===== src/rtl/text_grid_pkg.sv =====
// Shared constants and state encoding for the scrolling character-grid store.
package text_grid_pkg;

  localparam logic [7:0] CHAR_BS        = 8'h08;
  localparam logic [7:0] CHAR_LF        = 8'h0A;
  localparam logic [7:0] CHAR_CR        = 8'h0D;
  localparam logic [7:0] CHAR_PRINT_MIN = 8'h20;

  typedef enum logic [1:0] {
    INIT_CLR = 2'd0,
    IDLE     = 2'd1,
    LINE_CLR = 2'd2
  } grid_state_e;

endpackage


===== src/rtl/text_grid_buffer_ram.sv =====
// Flat ROWS*COLS character memory: one synchronous write port, one registered read port.
module grid_ram #(
  parameter int                    DATA_WIDTH = 8,
  parameter int                    DEPTH      = 128,
  parameter int                    AW         = $clog2(DEPTH),
  parameter logic [DATA_WIDTH-1:0] FILL       = DATA_WIDTH'(8'h00)
) (
  input  logic                  clk,
  input  logic                  reset,
  input  logic                  we,
  input  logic [AW-1:0]         waddr,
  input  logic [DATA_WIDTH-1:0] wdata,
  input  logic [AW-1:0]         raddr,
  input  logic                  rfill,
  output logic [DATA_WIDTH-1:0] rdata
);

  logic [DATA_WIDTH-1:0] mem_r [DEPTH];
  logic [DATA_WIDTH-1:0] rdata_r;

  // Write port; the array itself is not reset, the clear FSM initialises it
  always_ff @(posedge clk) begin
    if (we) begin
      mem_r[waddr] <= wdata;
    end
  end

  // Registered read; rfill substitutes the fill value for out-of-range coordinates
  always_ff @(posedge clk or posedge reset) begin
    if (reset) begin
      rdata_r <= '0;
    end else if (rfill) begin
      rdata_r <= FILL;
    end else begin
      rdata_r <= mem_r[raddr];
    end
  end

  assign rdata = rdata_r;

endmodule


===== src/rtl/text_grid_buffer.sv =====
// Character grid with cursor, CR/LF/BS handling, wrap, and scrolling via a rotating top-row pointer.
module text_grid_buffer
  import text_grid_pkg::*;
#(
  parameter int                    DATA_WIDTH = 8,
  parameter int                    ROWS       = 4,
  parameter int                    COLS       = 32,
  parameter logic [DATA_WIDTH-1:0] FILL_CHAR  = DATA_WIDTH'(8'h00),
  parameter bit                    WRAP_EN    = 1'b1
) (
  input  logic                      clk,
  input  logic                      reset,
  input  logic                      in_valid,
  input  logic [DATA_WIDTH-1:0]     in_data,
  output logic                      in_ready,
  input  logic [$clog2(ROWS)-1:0]   r_row,
  input  logic [$clog2(COLS)-1:0]   r_col,
  output logic [DATA_WIDTH-1:0]     dout,
  output logic [$clog2(ROWS)-1:0]   cur_row,
  output logic [$clog2(COLS)-1:0]   cur_col,
  output logic                      busy,
  output logic                      scroll_pulse
);

  localparam int RW    = $clog2(ROWS);
  localparam int CW    = $clog2(COLS);
  localparam int DEPTH = ROWS * COLS;
  localparam int AW    = $clog2(DEPTH);

  // Logical-to-physical row rotation without assuming a power-of-two row count
  function automatic logic [RW-1:0] phys(input logic [RW-1:0] top, input logic [RW-1:0] r);
    logic [RW:0] s;
    s = {1'b0, top} + {1'b0, r};
    if (s >= (RW+1)'(ROWS)) begin
      s = s - (RW+1)'(ROWS);
    end else begin
      s = s;
    end
    return s[RW-1:0];
  endfunction

  function automatic logic [AW-1:0] cell_addr(input logic [RW-1:0] row, input logic [CW-1:0] col);
    return AW'(row) * AW'(COLS) + AW'(col);
  endfunction

  grid_state_e           state_r, state_s;
  logic [AW-1:0]         clr_idx_r, clr_idx_s;
  logic [RW-1:0]         cur_row_r, cur_row_s;
  logic [CW-1:0]         cur_col_r, cur_col_s;
  logic [RW-1:0]         top_r, top_s;
  logic [RW-1:0]         clr_row_r, clr_row_s;
  logic                  scroll_r, scroll_s;
  logic                  busy_r, in_ready_r;
  logic                  nl_s, we_s;
  logic [AW-1:0]         waddr_s;
  logic [DATA_WIDTH-1:0] wdata_s;
  logic [AW-1:0]         raddr_s;
  logic                  rfill_s;

  // Next-state, cursor and single write-port arbitration
  always_comb begin
    state_s   = state_r;
    clr_idx_s = clr_idx_r;
    cur_row_s = cur_row_r;
    cur_col_s = cur_col_r;
    top_s     = top_r;
    clr_row_s = clr_row_r;
    scroll_s  = 1'b0;
    nl_s      = 1'b0;
    we_s      = 1'b0;
    waddr_s   = '0;
    wdata_s   = FILL_CHAR;
    case (state_r)
      INIT_CLR: begin
        we_s    = 1'b1;
        waddr_s = clr_idx_r;
        if (clr_idx_r == AW'(DEPTH-1)) begin
          state_s   = IDLE;
          clr_idx_s = '0;
        end else begin
          clr_idx_s = clr_idx_r + AW'(1);
        end
      end
      LINE_CLR: begin
        we_s    = 1'b1;
        waddr_s = cell_addr(clr_row_r, clr_idx_r[CW-1:0]);
        if (clr_idx_r == AW'(COLS-1)) begin
          state_s   = IDLE;
          clr_idx_s = '0;
        end else begin
          clr_idx_s = clr_idx_r + AW'(1);
        end
      end
      IDLE: begin
        if (in_valid) begin
          if (in_data >= DATA_WIDTH'(CHAR_PRINT_MIN)) begin
            we_s    = 1'b1;
            waddr_s = cell_addr(phys(top_r, cur_row_r), cur_col_r);
            wdata_s = in_data;
            if (cur_col_r < CW'(COLS-1)) begin
              cur_col_s = cur_col_r + CW'(1);
            end else if (WRAP_EN) begin
              nl_s = 1'b1;
            end else begin
              cur_col_s = cur_col_r;
            end
          end else if (in_data == DATA_WIDTH'(CHAR_LF)) begin
            nl_s = 1'b1;
          end else if (in_data == DATA_WIDTH'(CHAR_CR)) begin
            cur_col_s = '0;
          end else if (in_data == DATA_WIDTH'(CHAR_BS)) begin
            if (cur_col_r != '0) begin
              cur_col_s = cur_col_r - CW'(1);
              we_s      = 1'b1;
              waddr_s   = cell_addr(phys(top_r, cur_row_r), cur_col_r - CW'(1));
            end else begin
              cur_col_s = cur_col_r;
            end
          end else begin
            nl_s = 1'b0;
          end
        end else begin
          nl_s = 1'b0;
        end
      end
      default: begin
        state_s   = INIT_CLR;
        clr_idx_s = '0;
      end
    endcase

    // Newline at the bottom row scrolls; the row leaving the top is the one to clear
    if (nl_s) begin
      cur_col_s = '0;
      if (cur_row_r < RW'(ROWS-1)) begin
        cur_row_s = cur_row_r + RW'(1);
      end else begin
        top_s     = (top_r == RW'(ROWS-1)) ? '0 : top_r + RW'(1);
        clr_row_s = top_r;
        scroll_s  = 1'b1;
        state_s   = LINE_CLR;
        clr_idx_s = '0;
      end
    end else begin
      scroll_s = scroll_s;
    end
  end

  // Read address decode with out-of-range detection for non-power-of-two sizes
  always_comb begin
    raddr_s = cell_addr(phys(top_r, r_row), r_col);
    rfill_s = ({1'b0, r_row} >= (RW+1)'(ROWS)) || ({1'b0, r_col} >= (CW+1)'(COLS));
  end

  // Control state and registered status outputs
  always_ff @(posedge clk or posedge reset) begin
    if (reset) begin
      state_r    <= INIT_CLR;
      clr_idx_r  <= '0;
      cur_row_r  <= '0;
      cur_col_r  <= '0;
      top_r      <= '0;
      clr_row_r  <= '0;
      scroll_r   <= 1'b0;
      busy_r     <= 1'b1;
      in_ready_r <= 1'b0;
    end else begin
      state_r    <= state_s;
      clr_idx_r  <= clr_idx_s;
      cur_row_r  <= cur_row_s;
      cur_col_r  <= cur_col_s;
      top_r      <= top_s;
      clr_row_r  <= clr_row_s;
      scroll_r   <= scroll_s;
      busy_r     <= (state_s != IDLE);
      in_ready_r <= (state_s == IDLE);
    end
  end

  grid_ram #(
    .DATA_WIDTH (DATA_WIDTH),
    .DEPTH      (DEPTH),
    .AW         (AW),
    .FILL       (FILL_CHAR)
  ) u_ram (
    .clk   (clk),
    .reset (reset),
    .we    (we_s),
    .waddr (waddr_s),
    .wdata (wdata_s),
    .raddr (raddr_s),
    .rfill (rfill_s),
    .rdata (dout)
  );

  assign in_ready     = in_ready_r;
  assign busy         = busy_r;
  assign cur_row      = cur_row_r;
  assign cur_col      = cur_col_r;
  assign scroll_pulse = scroll_r;

endmodule


===== config.mk =====
export PLATFORM = sky130hd
export DESIGN_NAME = text_grid_buffer
export DESIGN_NICKNAME = d
export VERILOG_FILES = /design/src/rtl/text_grid_pkg.sv /design/src/rtl/text_grid_buffer_ram.sv /design/src/rtl/text_grid_buffer.sv
export SDC_FILE = /design/constraint.sdc
export NUM_CORES = 1
export LEC_CHECK = 0
export CAP_MARGIN = 5
export CORE_ASPECT_RATIO = 0.7
export CORE_MARGIN = 2
export CORE_UTILIZATION = 50
export DETAILED_ROUTE_END_ITERATION = 6
export GPL_TIMING_DRIVEN = 1
export PLACE_DENSITY = 0.64
export SLEW_MARGIN = 10
export SYNTH_ARGS = -nofsm -noshare
export SYNTH_HDL_FRONTEND = slang
export SYNTH_HIERARCHICAL = 1
export SYNTH_SLANG_ARGS = --single-unit
export TNS_END_PERCENT = 100

===== constraint.sdc =====
create_clock -name clk -period 4.4 [get_ports clk]
set_input_delay 0.44 -clock clk [delete_from_list [all_inputs] [get_ports clk]]
set_output_delay 0.44 -clock clk [all_outputs]
set_load 0.02 [all_outputs]

==> flow_summary.yaml, run 1 <==
grt:
  grt_overflow_total: 0
  antenna_found_initial: 4
  grt_pass1_vias: 21850
  grt_pass1_wl_um: 154400
  grt_max_degree: 88
  grt.total_usage_pct: 24.97
timing:
  rsz0062_at_grt: "no"
  setup_violations: 0
  fmax_mhz: 244.8
  maxSlewHeadroom_pct: 29.02
  skew_ns: 0.01412
  fin_crit_ns: 4.085
  finalCritPeriodShare_pct: 92.84
  fin_setup_tns_ns: 0
  worst_pin_slew_ns: 1.065
  hold_violations: 0
  report.final.slew_viol_count: 0
synth:
  synthFlopType: "edfxtp_1"
  yosysSeqAreaShare_pct: 75.38
  syn_inst: 2139
  yosys.cell_types.count: 64
  syn-num-nets: 2165
  synth_edf_count: 1024
  ys_async_sr_fraction_pct: 2.938
  synth.cell_area_um2: 41820
  postSynthAreaPerCell_um2: 19.55
  ys_ff_latch: 1055
  ys_warn_count: 6
power:
  p_leak_nw: 13.38
  vdd_drop_max_uv: 332.3
  p_per_area_nw_per_um2: 416.5
run_status:
  status: "finished, final reports clean"
setup_path:
  path_buf_inv: 4
  crit_path_frequent_cell: "buf_4"
  worstPathCellList: "inv_1 > ha_1 > nor4b_1 > nor4b_1 > o21ai_1 > o22ai_1 > buf_4 > nor2_1 > buf_4 > nand2_1 > nor2_1 > buf_4"
  rrSetupSlack_ns: 0.32
  start_kind: "flip-flop"
  path_delay_family: "simple AND/OR/NAND/NOR gates"
  arrival_ns: 4.44
  cp_data_required_time_ns: 4.75
  end_kind: "flip-flop"
  slowest_stage: "nor2_1"
  critPathMaxStageDelay_ns: 0.66
  worstSetupPathType: "reg -> reg"
  critPathMaxFanout: 8
clock_tree:
  clockRootBuffer: "clkbuf_16"
  post_cts_resized: 0
  postCtsHoldBufs: 0
  clock_tree.buffer_depth: 3
  htreeDepth: 3
  cts_tree: "yes"
  path_clk_slew_ns: 0.06
  clock-sinks: 1055
  clk_latency_ns: 0.66
  cts_made_buffers: 95
  postCtsSetupRepairBufs: 0
drt:
  routed_wl_um: 105000
  ant_nets: 0
  viasPerCell: 6.282
  initialDrtViolationCount: 3173
  wire_per_inst_um: 29.78
  routed-via-count: 22160
  dr.pass1.iters: 6
  drc: 0
floorplan:
  start_util_pct: 50.65
  core_area_um2: 82580
  die_y_um: 246.0
  rows: 88
  dieArea_um2: 86010
  io_pins: 36
  dieWidth_um: 349.7
layout:
  drive_gt1_share_pct: 24.00
  final_core_util_pct: 58.01
  nets: 2395
  area_growth_pct: 14.55
placed_design:
  port_buffers: 35
  gp_congestion: 0.8965
  hpwlAfterDp_um: 66370
min_path:
  hp-class: "in -> async"
run:
  drv_cap: 0
[power breakdown]
part	total, mW	switching [mW]	leakage, nW	internal, mW
Sequential	10.9	0.0115	7.48	10.9
Combinational	0.542	0.338	4.35	0.204
Clock	8.54	3.60	1.55	4.95
[cells by family (layout without fill, tap and decap cells)]
| family | Yosys count | in the layout | synth area share (%) |
|---|---|---|---|
| and+or+nand+nor | 350 | 350 | 3.919 |
| AOI/OAI and AO/OA | 208 | 208 | 3.408 |
| buffers and inverters | 126 | 433 | 1.604 |
| DFF | 1055 | 1055 | 75.38 |
| muxes | 378 | 378 | 15.17 |
| other | 1 | 2 | 0.008966 |
| adders and majority gates | 8 | 8 | 0.2393 |
| xor gates and xnor gates | 13 | 13 | 0.2722 |
[cell usage in the layout, fill, tap and decap left out, types with 25 or more instances in the layout]
cell,netlist,routed
a21oi_1,25,25
a22oi_1,77,77
buf_4,20,195
clkbuf_16,0,99
clkdlybuf4s50_1,0,31
dfrtp_1,30,30
edfxtp_1,1024,1024
mux2i_1,168,168
mux4_2,204,204
nand2_1,65,65
nand3_1,39,39
nor2_1,151,150
o21ai_0,33,32
[final cells by class]
| class | instances | area [µm²] |
|---|---|---|
| Antenna cell | 1 | 2.502 |
| Clock buffer | 118 | 2559 |
| Clock inverter | 56 | 643.1 |
| Fill cell | 6024 | 34670 |
| Inverter | 14 | 52.55 |
| Multi-Input combinational cell | 958 | 9661 |
| Sequential cell | 1055 | 31530 |
| Tap cell | 1080 | 1351 |
| Timing Repair Buffer | 245 | 2111 |
[final timing paths]
check / start / depth (start not counted) / end
worst max-delay path: cur_col[0] / 12 / u_ram/mem_r[4][7]
worst min-delay path: reset / 2 / u_ram/rdata[1]
worst max register to register: cur_col[0] / 12 / u_ram/mem_r[4][7]
worst min register to register: clr_row_r[1] / 1 / clr_row_r[1]
max in group asynchronous: reset / 2 / top_r[0]
min in group clk: clr_row_r[1] / 1 / clr_row_r[1]
[synth_stat cells (20+ instances only)]
library cell | instances | area (µm²)
o22ai_1 | 22 | 137.6
buf_2 | 23 | 115.1
nor3_1 | 20 | 100.1
nand2_1 | 65 | 244.0
clkbuf_1 | 46 | 172.7
a21oi_1 | 25 | 125.1
buf_4 | 20 | 150.1
o21ai_0 | 33 | 165.2
mux2i_1 | 168 | 1682
edfxtp_1 | 1024 | 30750
nor2_1 | 151 | 566.8
mux4_2 | 204 | 4594
a22oi_1 | 77 | 578.1
dfrtp_1 | 30 | 750.7
nand3_1 | 39 | 195.2
[per-stage QoR]
stage | hold slack, ns | setup WS, ns | power [mW] | cells | instance area (µm²)
after floorplan | 0.2557 | 1.032 | 11.42 | 2139 | 41820
after global placement | 0.5093 | 0.3072 | 11.61 | 3352 | 44700
after detailed placement | 0.5156 | 0.2172 | 11.62 | 3352 | 44700
after CTS | 0.2323 | 0.4834 | 20.08 | 3526 | 47900
after global routing | 0.2529 | 0.2658 | 20.50 | 3526 | 47900
final | 0.2690 | 0.3150 | 19.95 | 3527 | 47910
[flip-flops by register name (all words and copies together) (netlist names)]
| register | count |
|---|---|
| scroll_pulse | 1 |
| in_ready | 1 |
| top_r | 2 |
| cur_row | 2 |
| cur_col | 5 |
| u_ram/rdata | 8 |
| state_r | 2 |
| u_ram/mem_r | 1024 |
| clr_row_r | 2 |
| clr_idx_r | 7 |
| busy | 1 |
[per-layer routing]
metal  track usage, %  part of all wire (%)  wire length, µm  up-vias
li1                 -                     -                -     9212
met1            38.42                    43            44960    11510
met2            35.29                    43            45220     1281
met3            6.969                    12            12530      154
met4            6.225                   2.2             2320        2
met5                0                 0.012               13        -
No activity file was read; power rests on OpenSTA's default activity.
==> inputs of run 2 (changes only) <==
Settings changed: GPL_TIMING_DRIVEN 1 to 0, PLACE_DENSITY 0.64 to default, PLACE_DENSITY_LB_ADDON from default to 0.1.
==> flow_summary.yaml, run 2 (same netlist as run 1, synthesis figures left out) <==
setup_path:
  r2r_end: "u_ram/mem_r[89][4]"
  worstRegToRegCells: 11
  end_kind: "flip-flop"
  rrSetupSlack_ns: -0.06
  worstReg2RegStart: "cur_col[0]"
  arrival_ns: 4.99
  cp_data_required_time_ns: 4.91
  start_kind: "primary input"
  worstSetupPathType: "in -> reg"
  critPathMaxFanout: 10
drt:
  initialDrtViolationCount: 3358
  dr.pass1.iters: 5
  ant_nets: 0
  drc: 0
  routed-via-count: 22270
  viasPerCell: 6.452
  wire_per_inst_um: 32.92
  routed_wl_um: 113700
power:
  vdd_drop_max_uv: 388.1
  p_per_area_nw_per_um2: 420.6
  p_leak_nw: 12.74
  finalPower_mw: 20.03
clock_tree:
  path_clk_slew_ns: 0.06
  htreeDepth: 3
  clock-sinks: 1055
  clockRootBuffer: "clkbuf_16"
  clk_latency_ns: 0.68
  cts_tree: "yes"
  clock_tree.buffer_depth: 3
  cts_made_buffers: 100
layout:
  final_common_cell: "edfxtp_1"
  area_growth_pct: 13.83
  largest_register_ffs: 1024
  final_cell_mix: "edfxtp_1, mux4_2, mux2i_1"
  drive_gt1_share_pct: 23.37
  largest_register: "u_ram/mem_r"
  nets: 2320
timing:
  worst_pin_slew_ns: 1.353
  fin_ws_ns: -0.07529
  report.final.slew_viol_count: 0
  fmax_mhz: 223.4
  worst_hold_slack_ns: 0.1440
  fin_crit_ns: 4.475
  maxSlewHeadroom_pct: 9.454
  setup_violations: 41
  rsz0062_at_grt: "yes"
  hold_violations: 0
  skew_ns: 0.03000
  finalCritPeriodShare_pct: 101.7
floorplan:
  dieArea_um2: 86010
  rows: 88
  io_pins: 36
  start_util_pct: 50.65
  core_area_um2: 82580
  die_y_um: 246.0
  dieWidth_um: 349.7
grt:
  antenna_found_initial: 3
  grt_pass1_vias: 21490
  grt_pass1_wl_um: 159700
  grt_overflow_total: 0
  grt_max_degree: 75
  grt.total_usage_pct: 26.76
run_status:
  status: "finished with violations"
  violations: "setup timing"
min_path:
  hp-class: "in -> async"
placed_design:
  hpwlAfterDp_um: 77390
  port_buffers: 33
  gp_congestion: 0.9491
run:
  drv_cap: 0
==> run 2: area by class of cell <==
class,instances,area [µm²]
Tap cell,1080,1351
Clock buffer,119,2616
Timing Repair Buffer,53,654.4
Clock inverter,60,586.8
Antenna cell,1,2.502
Fill cell,6145,34970
Sequential cell,1055,31530
Buffer,112,628.1
Multi-Input combinational cell,958,10190
Inverter,14,52.55
==> run 2: what timing repair did <==
action	in CTS	in global routing
resized for setup	88	60
pin swaps	4	1
setup buffers	4	2
setup endpoints to repair	618	893
hold buffers	0	0
==> run 2: worst max path at each step <==
| stage | startpoint | to | slack, ns | cells after the start |
|---|---|---|---|---|
| 2_1_floorplan | cur_col[0] | u_ram/mem_r[82][0] | 1.03 | 9 |
| 6_report | r_col[2] | u_ram/rdata[2] | -0.08 | 8 |
| 4_1_cts | cur_col[0] | u_ram/mem_r[51][7] | -0.03 | 11 |
| 5_1_grt | cur_col[0] | u_ram/mem_r[56][7] | -0.19 | 9 |
| 3_3_place_gp | in_valid | u_ram/mem_r[28][0] | -1.62 | 4 |
| 3_5_place_dp | in_data[5] | u_ram/mem_r[49][2] | -0.71 | 10 |
==> run 2: through the flow <==
stage,worst slack [ns],setup TNS (ns),instance area [µm²],cells,utilization [%]
after floorplan,1.032,0,41820,2139,-
after global placement,-1.622,-1548.39,43500,3252,52.68
after detailed placement,-0.7057,-305.19,43860,3266,53.11
after CTS,-0.03313,-0.4837,47310,3449,57.29
after global routing,-0.1884,-15.70,47600,3451,57.65
final,-0.07529,-1.282,47610,3452,57.65
==> run 2: where the power goes <==
| part | internal (mW) | switching, mW | leakage [nW] |
|---|---|---|---|
| combinational | 0.202 | 0.404 | 3.68 |
| clock | 4.88 | 3.68 | 1.58 |
| sequential | 10.9 | 0.0121 | 7.48 |
==> run 2: per-layer routing <==
metal / GRT usage, % / share of wire [%] / up-vias
li1: - / - / 9077
met1: 42.37 / 44 / 11790
met2: 36.86 / 42 / 1222
met3: 6.840 / 12 / 185
met4: 7.036 / 2.6 / 0
met5: 0 / 0 / -
==> run 2: worst max-delay path, cell delays in order <==
cell	delay, ns
clkdlybuf4s50_1	0.66
clkbuf_1	0.69
buf_2	0.44
clkbuf_1	0.74
mux2i_1	0.64
nor3_1	0.08
a2111oi_0	1.08
a31oi_1	0.18
